File: src/rtl/id_ex_stage_if.sv
// Decode/execute boundary bus: decode operands and control in, forwarding sources in,
// latched EX-stage fields and the load-use stall out.
interface id_ex_stage_if #(
    parameter int CTRL_W = 16
);
    logic              flush;
    logic              hold;
    logic              id_valid;
    logic [31:0]       id_pc;
    logic [4:0]        id_rs;
    logic [4:0]        id_rt;
    logic              id_uses_rt;
    logic [4:0]        id_dst;
    logic [31:0]       id_rdata1;
    logic [31:0]       id_rdata2;
    logic [31:0]       id_imm;
    logic [CTRL_W-1:0] id_ctrl;
    logic              id_regwrite;
    logic              id_memread;
    logic [31:0]       ex_alu_result;
    logic              exmem_regwrite;
    logic [4:0]        exmem_dst;
    logic [31:0]       exmem_result;
    logic              ex_valid;
    logic [31:0]       ex_pc;
    logic [31:0]       ex_opa;
    logic [31:0]       ex_opb;
    logic [31:0]       ex_imm;
    logic [CTRL_W-1:0] ex_ctrl;
    logic [4:0]        ex_dst;
    logic              ex_regwrite;
    logic              ex_memread;
    logic              load_use_stall;

    modport slave (
        input  flush, hold, id_valid, id_pc, id_rs, id_rt, id_uses_rt, id_dst,
               id_rdata1, id_rdata2, id_imm, id_ctrl, id_regwrite, id_memread,
               ex_alu_result, exmem_regwrite, exmem_dst, exmem_result,
        output ex_valid, ex_pc, ex_opa, ex_opb, ex_imm, ex_ctrl, ex_dst,
               ex_regwrite, ex_memread, load_use_stall
    );

    modport master (
        output flush, hold, id_valid, id_pc, id_rs, id_rt, id_uses_rt, id_dst,
               id_rdata1, id_rdata2, id_imm, id_ctrl, id_regwrite, id_memread,
               ex_alu_result, exmem_regwrite, exmem_dst, exmem_result,
        input  ex_valid, ex_pc, ex_opa, ex_opb, ex_imm, ex_ctrl, ex_dst,
               ex_regwrite, ex_memread, load_use_stall
    );
endinterface

File: src/rtl/id_ex_stage.sv
// ID/EX pipeline register: forwards EX/MEM results onto the register-file operands,
// detects load-use hazards and latches the decoded instruction into EX.
module id_ex_stage #(
    parameter int CTRL_W = 16
) (
    input logic          clk,
    input logic          rst,
    id_ex_stage_if.slave bus
);
    logic              valid_q, valid_d;
    logic [31:0]       pc_q, pc_d;
    logic [31:0]       opa_q, opa_d;
    logic [31:0]       opb_q, opb_d;
    logic [31:0]       imm_q, imm_d;
    logic [CTRL_W-1:0] ctrl_q, ctrl_d;
    logic [4:0]        dst_q, dst_d;
    logic              regwrite_q, regwrite_d;
    logic              memread_q, memread_d;

    logic              ex_fwd_en;
    logic [31:0]       fwd_a;
    logic [31:0]       fwd_b;
    logic              stall;

    // A load in EX has no data yet, so only non-load EX writers may forward.
    function automatic logic [31:0] forward(
        input logic [4:0]  src,
        input logic [31:0] rf_data,
        input logic        ex_en,
        input logic [4:0]  ex_dst,
        input logic [31:0] ex_res,
        input logic        mem_we,
        input logic [4:0]  mem_dst,
        input logic [31:0] mem_res
    );
        if (src == 5'd0)
            return 32'd0;
        else if (ex_en && ex_dst == src)
            return ex_res;
        else if (mem_we && mem_dst == src)
            return mem_res;
        else
            return rf_data;
    endfunction

    assign ex_fwd_en = valid_q & regwrite_q & ~memread_q;

    always_comb begin
        fwd_a = forward(bus.id_rs, bus.id_rdata1, ex_fwd_en, dst_q, bus.ex_alu_result,
                        bus.exmem_regwrite, bus.exmem_dst, bus.exmem_result);
        fwd_b = forward(bus.id_rt, bus.id_rdata2, ex_fwd_en, dst_q, bus.ex_alu_result,
                        bus.exmem_regwrite, bus.exmem_dst, bus.exmem_result);
    end

    always_comb begin
        stall = ~rst & ~bus.flush & bus.id_valid & valid_q & memread_q & (dst_q != 5'd0) &
                ((dst_q == bus.id_rs) | (bus.id_uses_rt & (dst_q == bus.id_rt)));
    end

    always_comb begin
        valid_d    = valid_q;
        pc_d       = pc_q;
        opa_d      = opa_q;
        opb_d      = opb_q;
        imm_d      = imm_q;
        ctrl_d     = ctrl_q;
        dst_d      = dst_q;
        regwrite_d = regwrite_q;
        memread_d  = memread_q;
        if (bus.flush || (!bus.hold && stall)) begin
            // Bubble: the whole EX register is cleared, not just the valid bit.
            valid_d    = 1'b0;
            pc_d       = 32'd0;
            opa_d      = 32'd0;
            opb_d      = 32'd0;
            imm_d      = 32'd0;
            ctrl_d     = '0;
            dst_d      = 5'd0;
            regwrite_d = 1'b0;
            memread_d  = 1'b0;
        end else if (!bus.hold) begin
            valid_d    = bus.id_valid;
            pc_d       = bus.id_pc;
            opa_d      = fwd_a;
            opb_d      = fwd_b;
            imm_d      = bus.id_imm;
            ctrl_d     = bus.id_ctrl;
            dst_d      = bus.id_dst;
            regwrite_d = bus.id_valid & bus.id_regwrite & (bus.id_dst != 5'd0);
            memread_d  = bus.id_valid & bus.id_memread;
        end
    end

    always_ff @(posedge clk or posedge rst) begin
        if (rst) begin
            valid_q    <= 1'b0;
            pc_q       <= 32'd0;
            opa_q      <= 32'd0;
            opb_q      <= 32'd0;
            imm_q      <= 32'd0;
            ctrl_q     <= '0;
            dst_q      <= 5'd0;
            regwrite_q <= 1'b0;
            memread_q  <= 1'b0;
        end else begin
            valid_q    <= valid_d;
            pc_q       <= pc_d;
            opa_q      <= opa_d;
            opb_q      <= opb_d;
            imm_q      <= imm_d;
            ctrl_q     <= ctrl_d;
            dst_q      <= dst_d;
            regwrite_q <= regwrite_d;
            memread_q  <= memread_d;
        end
    end

    assign bus.ex_valid       = valid_q;
    assign bus.ex_pc          = pc_q;
    assign bus.ex_opa         = opa_q;
    assign bus.ex_opb         = opb_q;
    assign bus.ex_imm         = imm_q;
    assign bus.ex_ctrl        = ctrl_q;
    assign bus.ex_dst         = dst_q;
    assign bus.ex_regwrite    = regwrite_q;
    assign bus.ex_memread     = memread_q;
    assign bus.load_use_stall = stall;
endmodule

File: src/flat_wrapper.sv
// flat-port wrapper written by rule: the top's interface ports become plain ports
module id_ex_stage_flat 
#(
    parameter int CTRL_W = 16
)
  (clk, rst, bus_flush, bus_hold, bus_id_valid, bus_id_pc, bus_id_rs, bus_id_rt, bus_id_uses_rt, bus_id_dst, bus_id_rdata1, bus_id_rdata2, bus_id_imm, bus_id_ctrl, bus_id_regwrite, bus_id_memread, bus_ex_alu_result, bus_exmem_regwrite, bus_exmem_dst, bus_exmem_result, bus_ex_valid, bus_ex_pc, bus_ex_opa, bus_ex_opb, bus_ex_imm, bus_ex_ctrl, bus_ex_dst, bus_ex_regwrite, bus_ex_memread, bus_load_use_stall);
  id_ex_stage_if #(.CTRL_W(CTRL_W)) bus_i ();
  input logic clk;
  input logic rst;
  input wire logic [$bits(bus_i.flush)-1:0] bus_flush;
  input wire logic [$bits(bus_i.hold)-1:0] bus_hold;
  input wire logic [$bits(bus_i.id_valid)-1:0] bus_id_valid;
  input wire logic [$bits(bus_i.id_pc)-1:0] bus_id_pc;
  input wire logic [$bits(bus_i.id_rs)-1:0] bus_id_rs;
  input wire logic [$bits(bus_i.id_rt)-1:0] bus_id_rt;
  input wire logic [$bits(bus_i.id_uses_rt)-1:0] bus_id_uses_rt;
  input wire logic [$bits(bus_i.id_dst)-1:0] bus_id_dst;
  input wire logic [$bits(bus_i.id_rdata1)-1:0] bus_id_rdata1;
  input wire logic [$bits(bus_i.id_rdata2)-1:0] bus_id_rdata2;
  input wire logic [$bits(bus_i.id_imm)-1:0] bus_id_imm;
  input wire logic [$bits(bus_i.id_ctrl)-1:0] bus_id_ctrl;
  input wire logic [$bits(bus_i.id_regwrite)-1:0] bus_id_regwrite;
  input wire logic [$bits(bus_i.id_memread)-1:0] bus_id_memread;
  input wire logic [$bits(bus_i.ex_alu_result)-1:0] bus_ex_alu_result;
  input wire logic [$bits(bus_i.exmem_regwrite)-1:0] bus_exmem_regwrite;
  input wire logic [$bits(bus_i.exmem_dst)-1:0] bus_exmem_dst;
  input wire logic [$bits(bus_i.exmem_result)-1:0] bus_exmem_result;
  output wire logic [$bits(bus_i.ex_valid)-1:0] bus_ex_valid;
  output wire logic [$bits(bus_i.ex_pc)-1:0] bus_ex_pc;
  output wire logic [$bits(bus_i.ex_opa)-1:0] bus_ex_opa;
  output wire logic [$bits(bus_i.ex_opb)-1:0] bus_ex_opb;
  output wire logic [$bits(bus_i.ex_imm)-1:0] bus_ex_imm;
  output wire logic [$bits(bus_i.ex_ctrl)-1:0] bus_ex_ctrl;
  output wire logic [$bits(bus_i.ex_dst)-1:0] bus_ex_dst;
  output wire logic [$bits(bus_i.ex_regwrite)-1:0] bus_ex_regwrite;
  output wire logic [$bits(bus_i.ex_memread)-1:0] bus_ex_memread;
  output wire logic [$bits(bus_i.load_use_stall)-1:0] bus_load_use_stall;
  assign bus_i.flush = bus_flush;
  assign bus_i.hold = bus_hold;
  assign bus_i.id_valid = bus_id_valid;
  assign bus_i.id_pc = bus_id_pc;
  assign bus_i.id_rs = bus_id_rs;
  assign bus_i.id_rt = bus_id_rt;
  assign bus_i.id_uses_rt = bus_id_uses_rt;
  assign bus_i.id_dst = bus_id_dst;
  assign bus_i.id_rdata1 = bus_id_rdata1;
  assign bus_i.id_rdata2 = bus_id_rdata2;
  assign bus_i.id_imm = bus_id_imm;
  assign bus_i.id_ctrl = bus_id_ctrl;
  assign bus_i.id_regwrite = bus_id_regwrite;
  assign bus_i.id_memread = bus_id_memread;
  assign bus_i.ex_alu_result = bus_ex_alu_result;
  assign bus_i.exmem_regwrite = bus_exmem_regwrite;
  assign bus_i.exmem_dst = bus_exmem_dst;
  assign bus_i.exmem_result = bus_exmem_result;
  assign bus_ex_valid = bus_i.ex_valid;
  assign bus_ex_pc = bus_i.ex_pc;
  assign bus_ex_opa = bus_i.ex_opa;
  assign bus_ex_opb = bus_i.ex_opb;
  assign bus_ex_imm = bus_i.ex_imm;
  assign bus_ex_ctrl = bus_i.ex_ctrl;
  assign bus_ex_dst = bus_i.ex_dst;
  assign bus_ex_regwrite = bus_i.ex_regwrite;
  assign bus_ex_memread = bus_i.ex_memread;
  assign bus_load_use_stall = bus_i.load_use_stall;
  id_ex_stage #(.CTRL_W(CTRL_W)) u_core (.clk(clk), .rst(rst), .bus(bus_i));
endmodule
File: config.mk
export PLATFORM = sky130hd
export DESIGN_NAME = id_ex_stage_flat
export DESIGN_NICKNAME = d
export VERILOG_FILES = /design/src/rtl/id_ex_stage_if.sv /design/src/rtl/id_ex_stage.sv /design/src/flat_wrapper.sv
export SDC_FILE = /design/constraint.sdc
export NUM_CORES = 1
export LEC_CHECK = 0
export CORE_AREA = 2 2 153 155
export DETAILED_ROUTE_END_ITERATION = 16
export DIE_AREA = 0 0 155 157
export HOLD_SLACK_MARGIN = 0.12
export PLACE_DENSITY = 0.7
export SLEW_MARGIN = 30
export SYNTH_ARGS = -nofsm -noshare
export SYNTH_HDL_FRONTEND = slang
export SYNTH_SLANG_ARGS = --single-unit
File: constraint.sdc
create_clock -name clk -period 9.5 [get_ports clk]
set_input_delay 1.9 -clock clk [delete_from_list [all_inputs] [get_ports clk]]
set_output_delay 1.9 -clock clk [all_outputs]
set_load 0.1 [all_outputs]
## Word-level counts from Yosys, hierarchy flattened

Cells that the tools add are included.

- Mux-type cells: 24
- Reductions and logical operators: 11
- Bitwise logic cells: 16
- Eq/ne operators: 5

Operators with widths:

| kind | number |
|---|---|
| $mux W32 | 14 |
| $mux W16 | 2 |
| $eq A5 B5 Y1 | 4 |
| $and A1 B1 Y1 | 12 |
| $logic_not A5 Y1 | 2 |
| $mux W5 | 2 |
| $reduce_bool A5 Y1 | 2 |
| $mux W1 | 6 |
| $logic_and A1 B1 Y1 | 5 |
| $not A1 Y1 | 3 |
| $ne A2 B1 Y1 const B | 1 |
| $logic_not A1 Y1 | 1 |
| $logic_or A1 B1 Y1 | 1 |
| $or A1 B1 Y1 | 1 |

- Input port bits: 237
- Flip-flop bits (word level): 152
- Output and inout port bits: 153

## Longest topological paths before layout

- Depth after elaboration: 10
- Mapped depth: 7

## Worst setup path before layout

Ideal clock, no wire load.

- Path kind: input port to output port
- From: in bus_id_rt[2]
- To: out bus_load_use_stall
- Arrival: 3.840 ns
- Slack: 3.760 ns
- Stages: 4
- Path through: xor2_1 > nor3_1 > a32oi_2 > nor2_1

- Cells in the longest elaborated chain, start to end: 4

Ends and longest elaborated chain:

| what | line | source |
|---|---|---|
| from (decl) | flat_wrapper.sv:15 | `input wire logic [$bits(bus_i.id_rt)-1:0] bus_id_rt;` |
| $eq A5 B5 Y1 | id_ex_stage.sv:57 | `((dst_q == bus.id_rs) \| (bus.id_uses_rt & (dst_q == bus.id_rt)));` |
| $and A1 B1 Y1 | id_ex_stage.sv:57 |  |
| $or A1 B1 Y1 | id_ex_stage.sv:57 |  |
| $and A1 B1 Y1 | id_ex_stage.sv:56 | `stall = ~rst & ~bus.flush & bus.id_valid & valid_q & memread_q & (dst_q != 5'd0) &` |
| to (decl) | flat_wrapper.sv:37 | `output wire logic [$bits(bus_i.load_use_stall)-1:0] bus_load_use_stall;` |

Every way passes these cells.

## Final worst setup path

- From: in bus_id_rt[0]
- To: out bus_load_use_stall

The elaborated chain is that of the path after synthesis.

==> impl_metrics.py <==
metrics = {
    "outcome": {
        "status": "completed",
    },
    "final_layout": {
        "final_area_sq_um": 12400,
        "syn_to_final_growth_pct": 59.8,
        "nFillCells": 2059,
        "nets": 1308,
        "post-route-util": 0.552,
        "drive_above_1_share": 0.116,
    },
    "critical_path": {
        "critPathRequiredTime_ns": 7.60,
        "worstSetupStartpointType": "primary input",
        "path_class": "in -> out",
        "endpoint_kind": "output port",
        "critPathArrivalTime_ns": 4.51,
        "crit_fanout": 4,
    },
    "sta": {
        "skew_ns": 0.0121,
        "hold_viol": 0,
        "finalSetupViolations": 0,
        "max-slew-margin-rel": 0.300,
        "finalCriticalPeriod_ns": 6.41,
        "fmax_mhz": 156,
        "setup_tns_ns": 0,
        "final.period_utilization": 0.675,
        "drv_slew": 0,
        "worst_slack_ns": 3.09,
        "tightest_slew_ns": 1.05,
        "rsz0062_at_grt": "no",
    },
    "floorplanning": {
        "std_cell_rows": 55,
        "start_util": 0.345,
        "die_h_microns": 157,
        "die_x_microns": 155,
        "die_area_sq_um": 24300,
        "core_area_sq_um": 22500,
        "ios": 390,
    },
    "global_route": {
        "antenna_found_initial": 1,
        "grt_overflow": 0,
        "grt_pass1_vias": 7941,
        "grt_max_degree": 81,
        "grt_pass1_wl_microns": 48800,
        "track_usage": 0.266,
    },
    "routing": {
        "firstDrtPassIters": 5,
        "postRouteAntennaNets": 0,
        "viasPerCell": 5.75,
        "drt-initial-drc-count": 521,
        "wl_per_cell_microns": 24.3,
        "vias": 7877,
        "drc": 0,
        "routed_wl_microns": 33300,
    },
    "clocking": {
        "cts_tree": "done",
        "cts.sinks": 152,
        "post_cts_resized": 0,
        "cts_made_buffers": 17,
        "cts_hold_buf": 0,
        "htree_levels": 4,
        "cts_root_buffer": "clkbuf_16",
        "clk_path_buf_depth": 2,
        "cts.reportedPaths.clkPinSlew_ns": 0.07,
        "clock_latency_ns": 0.43,
        "cts_setup_buffers": 0,
    },
    "placed_design": {
        "dpl.hpwl_microns": 22900,
        "dpl_worst_slack_ns": 3.10,
        "gp_congestion": 0.893,
        "dpl-instance-area_sq_um": 11900,
        "place.port_buffers": 389,
    },
    "hold_path": {
        "hp-class": "reg -> reg",
    },
    "synthesis": {
        "synthFlopType": "dfrtp_1",
        "post_synth_num_cell_types": 32,
        "synth_seq_cells": 152,
        "synth-async-reset-ratio": 1.00,
        "yosysWarnings": 0,
        "synth-edff-count": 0,
        "syn_inst": 725,
        "synth_seq_area_share": 0.490,
        "synth_area_sq_um": 7770,
        "avgSynthCellArea_sq_um": 10.7,
        "synth_nets": 962,
    },
    "pwr": {
        "p_leak_nw": 5.54,
        "ir_drop_mv": 0.111,
        "pwr_density_cell_nw_per_um2": 162,
        "finalPower_mw": 2.02,
    },
    "flow_run": {
        "maxCapViolations": 0,
    },
}
-- Yosys cell counts, types with 2 or more instances --
| master | number | area share |
|---|---|---|
| a21oi_1 | 15 | 0.0097 |
| a221oi_1 | 64 | 0.072 |
| a22o_1 | 71 | 0.080 |
| and2_1 | 2 | 0.0016 |
| and3_1 | 64 | 0.052 |
| buf_2 | 12 | 0.0077 |
| buf_6 | 5 | 0.0072 |
| clkbuf_1 | 61 | 0.029 |
| dfrtp_1 | 152 | 0.49 |
| inv_1 | 2 | 0.00097 |
| nand2_1 | 98 | 0.047 |
| nand3_1 | 2 | 0.0013 |
| nor2_1 | 71 | 0.034 |
| nor3_1 | 4 | 0.0026 |
| nor4_4 | 2 | 0.0055 |
| o41ai_1 | 15 | 0.017 |
| o41ai_2 | 49 | 0.10 |
| or4_1 | 4 | 0.0039 |
| xnor2_1 | 2 | 0.0023 |
| xor2_1 | 18 | 0.020 |
-- worst max-delay path, stage by stage --
cell             delay [ns]
clkdlybuf4s50_1        0.50
xor2_1                 0.18
nor3_1                 0.35
a32oi_2                0.28
nor2_1                 0.16
clkdlybuf4s50_1        1.14
-- cell type report --
cell class | instances | area [sq um] | area share
timing repair buffer | 406 | 3980 | 0.321
multi-input combinational | 492 | 3670 | 0.296
tap | 285 | 357 | 0.0287
clock inverter | 14 | 153 | 0.0123
clock buffer | 18 | 429 | 0.0346
sequential | 152 | 3800 | 0.306
inverter | 2 | 12.5 | 0.00101
antenna | 2 | 5.00 | 0.000403
-- per-layer routing --
layer	up-vias	routed length, microns	track usage
met2	463	16200	0.435
li1	3462	-	-
met1	3891	13100	0.333
met3	61	2950	0.0760
met5	-	0	0
met4	0	1030	0.104
-- worst paths after layout --
path,slack (ns),from,end,cells past startpoint
max,3.09,bus_id_rt[0],bus_load_use_stall,6
min,0.48,u_core.bus.ex_opb[8]$_DFFE_PP0P_,u_core.bus.ex_opb[8]$_DFFE_PP0P_,2
max reg2reg,6.85,u_core.bus.ex_dst[2]$_DFFE_PP0P_,u_core.bus.ex_opb[4]$_DFFE_PP0P_,6
min reg2reg,0.48,u_core.bus.ex_opb[8]$_DFFE_PP0P_,u_core.bus.ex_opb[8]$_DFFE_PP0P_,2
max in group asynchronous,6.24,rst,u_core.bus.ex_pc[31]$_DFFE_PP0P_,3
min in group asynchronous,1.99,rst,u_core.bus.ex_imm[2]$_DFFE_PP0P_,2
-- metrics by stage --
stage | cells | hold WS (ns)
detailed placement | 1337 | 0.463
global route | 1370 | 0.485
finish | 1371 | 0.475
CTS | 1369 | 0.478
floorplan | 725 | 0.971
global placement | 1336 | 0.456
-- sequential cells by signal, summed over array words and instances (netlist names) --
name,cells
u_core.bus.ex_imm,32
u_core.bus.ex_opa,32
u_core.bus.ex_opb,32
u_core.bus.ex_pc,32
u_core.bus.ex_ctrl,16
u_core.bus.ex_dst,5
u_core.bus.ex_memread,1
u_core.bus.ex_regwrite,1
u_core.bus.ex_valid,1
-- cell families after synthesis --
kind of cell,Yosys count,share of synthesized area
AND/OR/NAND/NOR,250,0.151
AO/OA/AOI/OAI,222,0.291
flip-flops,152,0.490
buffers and inverters,81,0.0464
XOR/XNOR,20,0.0225
-- cells in the final DEF (no fill, tap or decap), types with 2 or more instances in the layout --
cell,n
diode_2,2
o41ai_2,49
dfrtp_1,152
nand2_1,98
and2_1,2
nor4_4,2
xnor2_2,2
inv_8,6
a22o_1,71
nor2_1,69
xor2_1,18
a221oi_1,64
buf_2,14
o41ai_1,15
buf_6,2
inv_6,5
clkbuf_16,17
nor3_1,4
buf_4,14
clkinv_4,2
a21oi_1,15
clkinv_8,2
and3_1,64
clkdlybuf4s50_1,375
nand3_2,2
nor2_4,2
or4_1,4
-- report_power, final --
group	internal, mW	switching (mW)	total, mW
clock	0.354	0.324	0.678
combinational	0.202	0.426	0.628
sequential	0.684	0.0259	0.710
(Power assumes the default switching activity.)
